$ cat src/rtl/memory_unit_queued.sv
// In-order multi-cycle data memory: requests queue in a small FIFO and are serviced
// one at a time with a fixed access latency; completions are one-cycle tagged pulses.
module memory_unit_queued #(
    parameter int DATA_W  = 3,
    parameter int ADDR_W  = 2,
    parameter int ROB_W   = 2,
    parameter int LATENCY = 4,
    parameter int QDEPTH  = 2
) (
    input  logic                           clk,
    input  logic                           rst_n,
    input  logic                           req_valid,
    output logic                           req_ready,
    input  logic                           req_is_write,
    input  logic [ADDR_W-1:0]              req_addr,
    input  logic [DATA_W-1:0]              req_wdata,
    input  logic [ROB_W-1:0]               req_rob_idx,
    input  logic                           flush,
    output logic                           busy,
    output logic                           resp_valid,
    output logic                           resp_is_write,
    output logic [DATA_W-1:0]              resp_rdata,
    output logic [ROB_W-1:0]               resp_rob_idx,
    output logic [$clog2(QDEPTH+1)-1:0]    q_count
);
    localparam int DEPTH = 1 << ADDR_W;
    localparam int CW    = $clog2(QDEPTH + 1);
    localparam int PTR_W = (QDEPTH > 1) ? $clog2(QDEPTH) : 1;
    localparam int CNT_W = (LATENCY > 1) ? $clog2(LATENCY) : 1;

    typedef struct packed {
        logic              is_write;
        logic [ADDR_W-1:0] addr;
        logic [DATA_W-1:0] wdata;
        logic [ROB_W-1:0]  rob_idx;
    } req_t;

    typedef enum logic {IDLE, ACCESS} state_t;

    req_t              fifo_q [QDEPTH];
    req_t              req_in;
    req_t              op_q;
    logic [PTR_W-1:0]  wr_ptr;
    logic [PTR_W-1:0]  rd_ptr;
    state_t            state;
    logic [CNT_W-1:0]  cnt;
    logic [DATA_W-1:0] mem [DEPTH];
    logic              push;
    logic              pop;

    function automatic logic [PTR_W-1:0] ptr_inc(input logic [PTR_W-1:0] p);
        return (p == PTR_W'(QDEPTH - 1)) ? '0 : p + PTR_W'(1);
    endfunction

    assign req_in    = '{is_write: req_is_write, addr: req_addr,
                         wdata: req_wdata, rob_idx: req_rob_idx};
    assign req_ready = (q_count != CW'(QDEPTH)) && !flush;
    assign push      = req_valid && req_ready;
    // Pops happen only from IDLE, so throughput is one op per LATENCY+1 cycles.
    assign pop       = (state == IDLE) && (q_count != '0) && !flush;
    assign busy      = (state != IDLE) || (q_count != '0);

    always_ff @(posedge clk) begin
        if (push) fifo_q[wr_ptr] <= req_in;
    end

    always_ff @(posedge clk or negedge rst_n) begin
        if (!rst_n) begin
            wr_ptr  <= '0;
            rd_ptr  <= '0;
            q_count <= '0;
        end else if (flush) begin
            wr_ptr  <= '0;
            rd_ptr  <= '0;
            q_count <= '0;
        end else begin
            if (push) wr_ptr <= ptr_inc(wr_ptr);
            if (pop)  rd_ptr <= ptr_inc(rd_ptr);
            if (push && !pop)      q_count <= q_count + CW'(1);
            else if (pop && !push) q_count <= q_count - CW'(1);
        end
    end

    always_ff @(posedge clk or negedge rst_n) begin
        if (!rst_n) begin
            state         <= IDLE;
            cnt           <= '0;
            op_q          <= '0;
            resp_valid    <= 1'b0;
            resp_is_write <= 1'b0;
            resp_rdata    <= '0;
            resp_rob_idx  <= '0;
            for (int i = 0; i < DEPTH; i++) mem[i] <= DATA_W'(i);
        end else begin
            resp_valid    <= 1'b0;
            resp_is_write <= 1'b0;
            resp_rdata    <= '0;
            resp_rob_idx  <= '0;
            case (state)
                IDLE: begin
                    if (pop) begin
                        op_q  <= fifo_q[rd_ptr];
                        cnt   <= CNT_W'(LATENCY - 1);
                        state <= ACCESS;
                    end
                end
                ACCESS: begin
                    if (cnt != '0) begin
                        cnt <= cnt - CNT_W'(1);
                    end else begin
                        resp_valid    <= 1'b1;
                        resp_is_write <= op_q.is_write;
                        resp_rob_idx  <= op_q.rob_idx;
                        if (op_q.is_write) mem[op_q.addr] <= op_q.wdata;
                        else               resp_rdata     <= mem[op_q.addr];
                        state <= IDLE;
                    end
                end
                default: state <= IDLE;
            endcase
        end
    end
endmodule

$ cat config.mk
export PLATFORM = sky130hd
export DESIGN_NAME = memory_unit_queued
export DESIGN_NICKNAME = d
export VERILOG_FILES = /design/src/rtl/memory_unit_queued.sv
export SDC_FILE = /design/constraint.sdc
export NUM_CORES = 1
export LEC_CHECK = 0
export ABC_CLOCK_PERIOD_IN_PS = 1900
export BUFFER_PORTS_ARGS = -buffer_cell sky130_fd_sc_hd__buf_2
export CAP_MARGIN = 0
export CORE_MARGIN = 3
export CORE_UTILIZATION = 34
export CTS_BUF_LIST = sky130_fd_sc_hd__clkbuf_16
export DETAILED_ROUTE_END_ITERATION = 8
export SETUP_SLACK_MARGIN = 0.4
export SLEW_MARGIN = 20
export SYNTH_ARGS = -nofsm -noshare
export SYNTH_HDL_FRONTEND = slang
export SYNTH_SLANG_ARGS = --single-unit
$ cat constraint.sdc
create_clock -name clk -period 1.9 [get_ports clk]
set_clock_uncertainty 0.1 [all_clocks]
set_input_delay 0.095 -clock clk [delete_from_list [all_inputs] [get_ports clk]]
set_output_delay 0.095 -clock clk [all_outputs]
set_load 0.01 [all_outputs]
### Word level (Yosys, flattened, before mapping)

Memories as Yosys holds them, arrays and structs flattened. A register that Yosys moved wholly into a read port is not among the register bits.
Cells that the tools add are included.

* reduce and logical (&&, ||, !) cells: 20
* $add $sub $neg: 5
* mux-type cells: 32
* magnitude comparators: 2
* equality and inequality tests: 3
* bitwise operators: 3

Operator list (number)
* 3-bit two-way mux: 6
* 1-bit two-way mux: 14
* 2-bit two-way mux: 7
* 12-bit bitwise mux: 1
* 2-bit nonzero test: 4
* 1-bit logical AND: 7
* 3-bit binary-select mux with 2-bit select: 1
* 3-bit demux with 2-bit select: 1
* 1-bit logical NOT: 4
* 2-bit != test, second input constant: 2
* 2-bit case mux with 2 select lines: 1
* 2-bit AND reduction: 2
* 2-bit by 1-bit subtractor with 2-bit output, second input constant: 2
* 3-bit greater-or-equal comparator, second input constant: 1
* 3-bit by 1-bit < comparator with 1-bit output, second input constant: 1
* 2-bit NOT with 3-bit output: 1
* 3-bit AND reduction: 1
* 3-bit nonzero test: 1
* 1-bit adder, second input constant: 2
* 2-bit by 1-bit adder with 2-bit output, second input constant: 1
* 2-bit by 1-bit != test with 1-bit output, second input constant: 1
* 1-bit NOT: 2
* 1-bit case mux with 2 select lines: 1
* 1-bit logical OR: 1

* memories: 1
* register bits after elaboration: 26
* bits in writable memories: 16
* bits of input ports: 12

Memory list
* fifo_q: depth 2, bits a word 8, read ports 1, clocked after Yosys merged registers in 1, wr ports 1, RTL line 40 `req_t fifo_q [QDEPTH];`

### Longest topological paths before layout

Gate-level depths: netlist (run 1).

* word-level depth: 8
* depth in mapped cells: 5

### Worst setup path before layout (run 1)

No wires, ideal clock.

* path kind: register -> register
* start: register q_count[1]
* end: memory fifo_q[0][0] (netlist name), enable pin
* data required time: 1405 ps
* buffers on the path: 0
* path slack: -93 ps
* stages on the path, launching flop included: 3
* arrival time: 1498 ps
* setup time: 395 ps
* path through: dfrtp_1 > nor2b_1 > nor4_1

* cells in the longest elaborated chain, start to end: 5

RTL lines
* start: declaration: RTL line 24 `output logic [$clog2(QDEPTH+1)-1:0] q_count`
* start signal: assignment: RTL line 79 `if (push && !pop) q_count <= q_count + CW'(1);`
* start signal: assignment: RTL line 80 `else if (pop && !push) q_count <= q_count - CW'(1);`
* 2-bit != test: RTL line 57 `assign req_ready = (q_count != CW'(QDEPTH)) && !flush;`
* 1-bit logical AND: RTL line 57
* 1-bit logical AND: RTL line 58 `assign push = req_valid && req_ready;`
* 1-bit two-way mux: RTL line 64 `if (push) fifo_q[wr_ptr] <= req_in;`
* 1-bit two-way mux (not written as such): RTL line 64
* end: declaration: RTL line 40

Every way passes these cells.

### Worst setup path in the final report (run 1)

* start: register cnt[1]
* end: register mem[9] (netlist name)

* cells in the longest elaborated chain, start to end: 3

RTL lines
* start: declaration: RTL line 46 `logic [CNT_W-1:0] cnt;`
* start signal: assignment: RTL line 103 `cnt <= CNT_W'(LATENCY - 1);`
* start signal: assignment: RTL line 109 `cnt <= cnt - CNT_W'(1);`
* 2-bit nonzero test: RTL line 108 `if (cnt != '0) begin`
* 1-bit NOT (no line)
* 3-bit AND reduction (no line)
* end signal: indexed assignment: RTL line 114 `if (op_q.is_write) mem[op_q.addr] <= op_q.wdata;`
* end: declaration: RTL line 47 `logic [DATA_W-1:0] mem [DEPTH];`

Every way passes these cells.
A chain may end at the register's enable or synchronous reset.

==> summary.txt, run 1 <==
MaxCap Viol Count -> 0
Final hold violation count -> 0
GRT Total Usage -> 0.112
Post-synth cell types -> 32
Leakage power -> 1.16 nW
CTS tree -> built
Cell Pwr Density -> 1240 mW/mm^2
CP Class -> reg -> reg
Share of cells above drive strength 1 -> 0.547
Critical Path RT -> 1.97 ns
Layout area overhead -> 27.4%
Unrepaired setup endpoints after global routing -> true
Routed Antenna Nets -> 0
Number of placement rows -> 27
Netlist Area Pre-Place -> 0.00209 sq mm
CTS root buffer -> clkbuf_16
DRT Pass-1 Iters -> 4
Max Root-Sink Buffers -> 2
F_max -> 612 MHz
Detailed Route WL -> 3.63 mm
Max VDD drop -> 0.000709 V
Worst slew margin -> 0.516
Port Buffers -> 22
Die ar. -> 0.00711 sq mm
Ys async rst share -> 0.680
Pins Over Slew Limit -> 0
Core footprint -> 0.00571 sq mm
Worst-path clk slew -> 0.06 ns
Initial antenna violation count -> 0
Initial Utilization -> 0.365
Total clock sinks -> 50
Main flop type after synthesis -> dfrtp_1
Fin Setup TNS -> 0 ns
Cells after Synth -> 131
Hpwl dp -> 2.35 mm
Period minus WS final -> 1.63 ns
Critical path startpoint category -> flip-flop
DR WL/cell -> 14.5 microns
Final instance area -> 0.00266 sq mm
Yosys warning count -> 0
Post-synth net total -> 144
Setup-failing EPs final -> 0
Io pins -> 23
CP Data Arrival Time -> 1.70 ns
Drc violations -> 0
GPL Wtd Cong -> 0.710
Area leader, netlist -> dfrtp_1
Power Total -> 3.29 mW
FF+latch count, synth -> 50
Worst-path maximum fanout -> 5
Vias per Instance -> 4.69
Worst-Skew Late Latency -> 0.28 ns
Post-DP Area -> 0.00227 sq mm
GR Overflow Total -> 0
Area contributors post-synth -> dfrtp_1 (36%), edfxtp_1 (23%), mux2_2 (16%), dfstp_2 (5.0%), mux4_2 (3.2%)
CP Capture Type -> flip-flop
CTS H-Tree Depth -> 2
Drt initial violations -> 38
Die W -> 84.3 microns
Slack of the worst reg-to-reg path -> 0.27 ns
CTS buffer count -> 5
Die Height -> 84.3 microns
First-pass GRT wire length -> 6.20 mm
Syn Area/Cell -> 15.9 sq um
Largest net degree at the start of global routing -> 35
Worst min path class -> in -> reg
Seq/Total Area, Yosys -> 0.641
Final worst-path cycle share -> 0.860
Vias in the first global route -> 1281
Top-area cell type share of the netlist area -> 0.360
Post-synth EDFFs -> 16
Tightest Pin Transition -> 0.726 ns
Layout Nets -> 191
Status -> completed
Vias -> 1176
Antenna diodes -> 0
[cell families (layout without fill, tap and decap cells)]
family,Yosys count,in the layout,share of synthesized area
simple gates,28,28,0.0966
xor+xnor,1,1,0.00420
compound gates,9,9,0.0324
fa+ha+maj,1,1,0.00600
buf+inv,10,58,0.0312
mux,32,32,0.189
flops,50,50,0.641
[metrics by stage]
stage                     std cells  hold WS, ns  setup WS (ns)   util
after floorplan                 131       -0.301          0.240      -
after global placement          221       0.0816          0.275  0.398
after detailed placement        221        0.102          0.201  0.398
after CTS                       245       0.0423          0.295  0.456
after global routing            251       0.0425          0.202  0.465
final                           251       0.0413          0.267  0.465
[state kept, by name, indices dropped and copies added, names as in the netlist]
register,flops
state,1
rd_ptr,1
resp_valid,1
resp_is_write,1
fifo_q,16
mem,12
resp_rob_idx,2
resp_rdata,3
wr_ptr,1
cnt,2
q_count,2
op_q,8
[report_power, final]
group / switching (mW) / leakage, nW / total (mW) / internal (mW)
Combinational: 0.302 / 0.524 / 0.799 / 0.498
Sequential: 0.268 / 0.570 / 1.62 / 1.36
Clock: 0.375 / 0.0698 / 0.862 / 0.487
[worst max-delay path, stage by stage, from the launching register on]
cell	delay, ns
dfrtp_1	0.38
inv_2	0.08
ha_4	0.15
and3_4	0.21
nor3b_4	0.27
mux2_4	0.33
[cell usage in the layout, fill, tap and decap left out, drive strengths merged, types with 2 or more instances in the layout]
cell type	n
inv	5
nand2	4
clkbuf	6
buf	35
nand3	2
nor2b	2
clkinv	2
mux4	3
dlygate4sd3	9
o21ai	4
or3	2
dfrtp	30
nor3b	4
nor2	5
a21oi	2
mux2	29
and3	4
edfxtp	16
dfstp	4
[cell usage after synthesis (2+ instances only)]
cell type and count:
a21oi_1 2, and3_1 3, buf_2 2, buf_6 2
dfrtp_1 30, dfstp_2 4, edfxtp_1 16, inv_1 5
mux2_2 29, mux4_2 3, nand2_1 4, nand3_1 2
nor2_1 4, nor2b_1 2, nor3b_1 3, o21ai_0 3
or3_1 2
[area by class of cell]
class	instances	area [sq um]
Inverter	5	18.8
Fill cell	500	3050
Tap cell	72	90.1
Timing Repair Buffer	45	307
Clock buffer	5	125
Sequential cell	50	1340
Multi-Input combinational cell	71	753
Clock inverter	3	21.3
[repair_timing]
item	CTS	global route
hold endpoints to repair	46	0
setup buffers	7	6
gates resized for setup	13	4
endpoints found under the setup margin	32	29
hold buffers	9	0
pin swaps	1	0
[layer usage]
layer,track usage,vias up,share of wire,routed length [microns]
met4,0.0614,0,0.024,87
met3,0.0245,6,0.031,112
met5,0,-,0,0
met1,0.144,570,0.45,1650
met2,0.175,23,0.49,1780
li1,-,577,-,-
[final timing paths]
kind                               startpoint                  to  cells past startpoint
setup / recovery           cnt[1]$_DFFE_PN0P_  mem[9]$_DFFE_PN0P_                      5
hold / removal                          flush  wr_ptr$_DFFE_PN0P_                      2
setup reg to reg           cnt[1]$_DFFE_PN0P_  mem[9]$_DFFE_PN0P_                      5
hold reg to reg            mem[3]$_DFFE_PN0P_  mem[3]$_DFFE_PN0P_                      1
max in group asynchronous               rst_n     state$_DFF_PN0_                      2
min in group asynchronous               rst_n  mem[9]$_DFFE_PN0P_                      2
Note: power is estimated with default switching activity, not from simulation.
==> run 2: changes to the inputs <==
==> config.mk (replaced) <==
export PLATFORM = sky130hd
export DESIGN_NAME = memory_unit_queued
export DESIGN_NICKNAME = d
export VERILOG_FILES = /design/src/rtl/memory_unit_queued.sv
export SDC_FILE = /design/constraint.sdc
export NUM_CORES = 1
export LEC_CHECK = 0
export ABC_CLOCK_PERIOD_IN_PS = 1800
export BUFFER_PORTS_ARGS = -buffer_cell sky130_fd_sc_hd__buf_2
export CAP_MARGIN = 0
export CORE_MARGIN = 3
export CORE_UTILIZATION = 34
export CTS_BUF_LIST = sky130_fd_sc_hd__clkbuf_4 sky130_fd_sc_hd__clkbuf_8
export DETAILED_ROUTE_END_ITERATION = 8
export SETUP_SLACK_MARGIN = 0.4
export SLEW_MARGIN = 0
export SYNTH_ARGS = -nofsm -noshare
export SYNTH_HDL_FRONTEND = slang
export SYNTH_SLANG_ARGS = --single-unit
==> constraint.sdc (replaced) <==
create_clock -name clk -period 1.8 [get_ports clk]
set_clock_uncertainty 0.1 [all_clocks]
set_input_delay 0.09 -clock clk [delete_from_list [all_inputs] [get_ports clk]]
set_output_delay 0.09 -clock clk [all_outputs]
set_load 0.01 [all_outputs]
==> summary.txt, run 2 (synthesis results as in run 1) <==
Fin Setup TNS -> 0 ns
Total clock sinks -> 50
DRT Pass-1 Iters -> 4
Final worst-path cycle share -> 0.874
Max VDD drop -> 0.000578 V
CP Data Arrival Time -> 1.66 ns
Die W -> 84.3 microns
Vias per Instance -> 4.90
Met3 track demand over resource -> 0.0294
CTS buffer count -> 5
Setup-failing EPs final -> 0
GRT Total Usage -> 0.118
Vias in the first global route -> 1346
Vias -> 1244
Met2 usage -> 0.196
Commonest non-fill, non-tap cells in the layout -> dfrtp_1 (26), buf_2 (21), mux2_2 (17)
Final WS setup -> 0.228 ns
Regs by FF count -> fifo_q: 16 flops, mem: 12 flops, op_q: 8 flops
Io pins -> 23
MaxCap Viol Count -> 0
Share of cells above drive strength 1 -> 0.560
Worst slew margin -> 0.487
Die Height -> 84.3 microns
Top Usage Layer GRT -> met2
Initial Utilization -> 0.365
CP Class -> reg -> reg
Worst min path class -> in -> reg
Drc violations -> 0
Cell Pwr Density -> 1290 mW/mm^2
CTS root buffer -> clkbuf_8
Layout Nets -> 194
Unrepaired setup endpoints after global routing -> true
Cell chain of the critical path -> inv_2, ha_4, and3_4, nor3b_4, mux2_4
Tightest Pin Transition -> 0.769 ns
Port Buffers -> 22
Core footprint -> 0.00571 sq mm
Layout area overhead -> 30.6%
Crit path max-delay cell type -> dfrtp_1
Leakage power -> 1.19 nW
Multi-input gate area -> 807 sq um
# fillers -> 500
Die ar. -> 0.00711 sq mm
Max Root-Sink Buffers -> 2
Largest net degree at the start of global routing -> 35
Worst-path maximum fanout -> 3
Worst-path clk slew -> 0.09 ns
Grt met1 use -> 0.146
Number of placement rows -> 27
GR Overflow Total -> 0
Most common cell after layout, fill and taps aside -> dfrtp_1
First-pass GRT wire length -> 6.53 mm
Worst-Skew Late Latency -> 0.30 ns
Largest register FFs -> 16
Drt initial violations -> 78
Register Area -> 0.00134 sq mm
Critical Path Max Stage Delay -> 0.38 ns
F_max -> 636 MHz
CTS H-Tree Depth -> 2
DR WL/cell -> 15.5 microns
CP Capture Type -> flip-flop
Initial antenna violation count -> 0
Most flop-heavy register -> fifo_q
Critical path startpoint category -> flip-flop
Critical Path RT -> 1.89 ns
CTS tree -> built
GPL Wtd Cong -> 0.770
Period minus WS final -> 1.57 ns
Pins Over Slew Limit -> 0
WP buf/inv -> 1
Detailed Route WL -> 3.93 mm
Status -> completed
Power Total -> 3.51 mW
Final hold violation count -> 0
Hold Slack -> 0.0565 ns
Dpl ws -> 0.153 ns
Routed Antenna Nets -> 0
Crit-path leading delay family -> simple AND/OR/NAND/NOR gates
Hpwl dp -> 2.52 mm
Antenna diodes -> 0
==> run 2: cell count changes in the layout (fill, tap and decap cells not counted), moves of 2 or more <==
cell,delta
buf_6,+7
clkbuf_16,-5
clkbuf_8,+5
mux2_2,-6
buf_4,-3
mux2_4,+6
nor2_4,+2
==> run 2: timing repair <==
action / 4_1_cts / 5_1_grt
endpoints found under the hold margin: 46 / 0
hold buffers: 9 / 0
endpoints found under the setup margin: 25 / 45
pin swaps: 5 / 7
gates resized for setup: 19 / 8
buffers inserted: 12 / 2
cloned: 1 / 0
==> run 2: worst register-to-register path: stages (launching register included) <==
cell and delay, ns:
dfrtp_1 0.38, inv_2 0.08, ha_4 0.13, and3_4 0.17, nor3b_4 0.28, mux2_4 0.33
==> run 2: through the flow <==
stage | utilization | instance area, sq um | instances
floorplan | - | 2140 | 131
global placement | 0.404 | 2310 | 222
detailed placement | 0.404 | 2310 | 222
CTS | 0.468 | 2670 | 252
global route | 0.477 | 2720 | 254
finish | 0.477 | 2720 | 254
==> run 2: final timing paths <==
check                                          from                      to  slack (ns)  depth (start not counted)
min in group asynchronous                     rst_n     op_q[2]$_DFFE_PN0P_        0.30                          2
worst min-delay path                      req_valid  q_count[1]$_DFFE_PN0P_        0.06                          4
max in group asynchronous                     rst_n  q_count[0]$_DFFE_PN0P_        0.76                          2
worst max-delay path             cnt[1]$_DFFE_PN0P_      mem[9]$_DFFE_PN0P_        0.23                          5
worst max register to register   cnt[1]$_DFFE_PN0P_      mem[9]$_DFFE_PN0P_        0.23                          5
worst min register to register  mem[10]$_DFFE_PN0P_     mem[10]$_DFFE_PN0P_        0.42                          1
==> run 2: final cells by class <==
class,count,area share
sequential,50,0.492
tap,72,0.0331
clock buffer,6,0.0280
clock inverter,2,0.0138
inverter,5,0.00689
multi-input combinational,72,0.296
timing repair buffer,47,0.130
==> run 2: metal layers <==
layer | vias to the layer above | wire (microns)
met5 | - | 0
met4 | 0 | 83
met3 | 10 | 144
met2 | 25 | 1980
met1 | 634 | 1720
li1 | 575 | -
==> run 2: power breakdown <==
part           switching (mW)  leakage, nW  total [mW]  internal (mW)
sequential              0.278        0.572        1.71           1.43
clock                   0.362       0.0548       0.792          0.430
combinational           0.372        0.567        1.02          0.644
==> run 3: changes to the inputs <==
--- a/config.mk
+++ b/config.mk
@@ -12,6 +12,7 @@
 export CORE_UTILIZATION = 34
 export CTS_BUF_LIST = sky130_fd_sc_hd__clkbuf_4 sky130_fd_sc_hd__clkbuf_8
 export DETAILED_ROUTE_END_ITERATION = 8
+export PLACE_DENSITY = 0.51
 export SETUP_SLACK_MARGIN = 0.4
 export SLEW_MARGIN = 0
 export SYNTH_ARGS = -nofsm -noshare
==> summary.txt, run 3 (synthesis results as in run 1) <==
Status -> completed
Die W -> 84.3 microns
Worst-path maximum fanout -> 3
Unrepaired setup endpoints after global routing -> true
Critical Path Max Stage Delay -> 0.38 ns
Share of cells above drive strength 1 -> 0.571
Met2 wire len -> 2.07 mm
GPL Wtd Cong -> 0.690
Initial Utilization -> 0.365
Fin util -> 0.472
Number of placement rows -> 27
Highest routed layer -> met4
GR Overflow Total -> 0
Cell Pwr Density -> 1240 mW/mm^2
CP Data Arrival Time -> 1.67 ns
Crit path max-delay cell type -> dfrtp_1
Cell chain of the critical path -> inv_2, ha_4, and3_4, nor3b_4, mux2_4
Largest net degree at the start of global routing -> 35
Max Root-Sink Buffers -> 2
Vias in the first global route -> 1322
CP Capture Type -> flip-flop
CTS H-Tree Depth -> 2
Die ar. -> 0.00711 sq mm
Max VDD drop -> 0.000585 V
Worst min path class -> in -> reg
DRT Pass-1 Iters -> 5
Total clock sinks -> 50
Worst-path clk slew -> 0.09 ns
Tightest Pin Transition -> 0.769 ns
CTS buffer count -> 5
Drc violations -> 0
Port Buffers -> 22
F_max -> 630 MHz
Hpwl dp -> 2.53 mm
Io pins -> 23
Worst slew margin -> 0.488
CTS tree -> built
Regs by FF count -> fifo_q: 16 flops, mem: 12 flops, op_q: 8 flops
Final hold violation count -> 0
Critical Path RT -> 1.89 ns
GRT Total Usage -> 0.119
Vias per Instance -> 4.70
CP Class -> reg -> reg
Largest register FFs -> 16
MaxCap Viol Count -> 0
Fin Setup TNS -> 0 ns
Critical path startpoint category -> flip-flop
Met3 wire len -> 133 microns
Worst r2r src -> cnt[0]$_DFFE_PN0P_
Hold_sp -> req_valid
Routed Antenna Nets -> 0
Most common cell after layout, fill and taps aside -> dfrtp_1
Period minus WS final -> 1.59 ns
CP startpoint -> cnt[0]$_DFFE_PN0P_
CTS root buffer -> clkbuf_8
Initial antenna violation count -> 0
Detailed Route WL -> 3.90 mm
Layout Nets -> 194
Final worst-path cycle share -> 0.882
Commonest non-fill, non-tap cells in the layout -> dfrtp_1 (25), buf_2 (21), mux2_2 (17)
Most flop-heavy register -> fifo_q
Setup-failing EPs final -> 0
Vias -> 1195
DR WL/cell -> 15.3 microns
Die Height -> 84.3 microns
Layout area overhead -> 29.2%
Core footprint -> 0.00571 sq mm
Leakage power -> 1.18 nW
Pins Over Slew Limit -> 0
Drt initial violations -> 71
Slack of the worst reg-to-reg path -> 0.21 ns
Wl on met1 -> 1.64 mm
Antenna diodes -> 0
Worst-Skew Late Latency -> 0.30 ns
First-pass GRT wire length -> 6.53 mm
-- run 3: cell types whose count changed in the layout (fill, tap and decap cells not counted), sizes merged --
cell / change
bufinv: -1
clkbuf: -1
clkinv: +1
inv: +1
-- run 3: worst max-delay path, delay by kind of cell, from the launching register on --
kind | cells | cell delay, ns
simple gates | 2 | 0.46
flops | 1 | 0.38
mux | 1 | 0.33
fa+ha+maj | 1 | 0.13
buf+inv | 1 | 0.07
-- run 3: final timing paths --
| check | end | cells past startpoint |
|---|---|---|
| hold / removal | q_count[1]$_DFFE_PN0P_ | 4 |
| hold reg to reg | mem[3]$_DFFE_PN0P_ | 1 |
| setup reg to reg | mem[9]$_DFFE_PN0P_ | 5 |
| max in group asynchronous | q_count[0]$_DFFE_PN0P_ | 2 |
| setup / recovery | mem[9]$_DFFE_PN0P_ | 5 |
| min in group asynchronous | resp_rdata[1]$_DFF_PN0_ | 2 |
-- run 3: where the power goes --
group          total [mW]  switching [mW]  internal (mW)
Clock               0.645           0.371          0.274
Sequential           1.71           0.281           1.43
Combinational       0.977           0.357          0.621
-- run 3: metrics by stage --
step	power [mW]	instance area [sq um]	worst slack (ns)	hold slack, ns	cells
floorplan	2.26	2140	0.245	-0.306	131
global placement	2.37	2300	0.208	0.101	221
global route	3.55	2700	0.161	0.0884	254
detailed placement	2.42	2300	0.150	0.108	221
finish	3.33	2700	0.213	0.0580	254
CTS	3.31	2650	0.214	0.0467	252
-- run 3: what timing repair did --
item,in CTS,in global routing
setup endpoints to repair,25,46
hold endpoints to repair,46,0
cloned,1,0
hold buffers,9,0
gates resized for setup,20,8
buffers inserted,13,2
pin swaps,4,3
-- run 3: cell type report --
class / instances / area (sq um)
clock buffer: 5 / 68.8
multi-input combinational: 72 / 813
clock inverter: 3 / 20.0
tap: 72 / 90.1
inverter: 5 / 18.8
fill: 506 / 3010
timing repair buffer: 47 / 342
sequential: 50 / 1340
-- run 3: routing by layer --
layer | track usage | vias up
li1 | - | 580
met4 | 0.0482 | 0
met1 | 0.141 | 592
met5 | 0 | -
met2 | 0.204 | 18
met3 | 0.0314 | 5
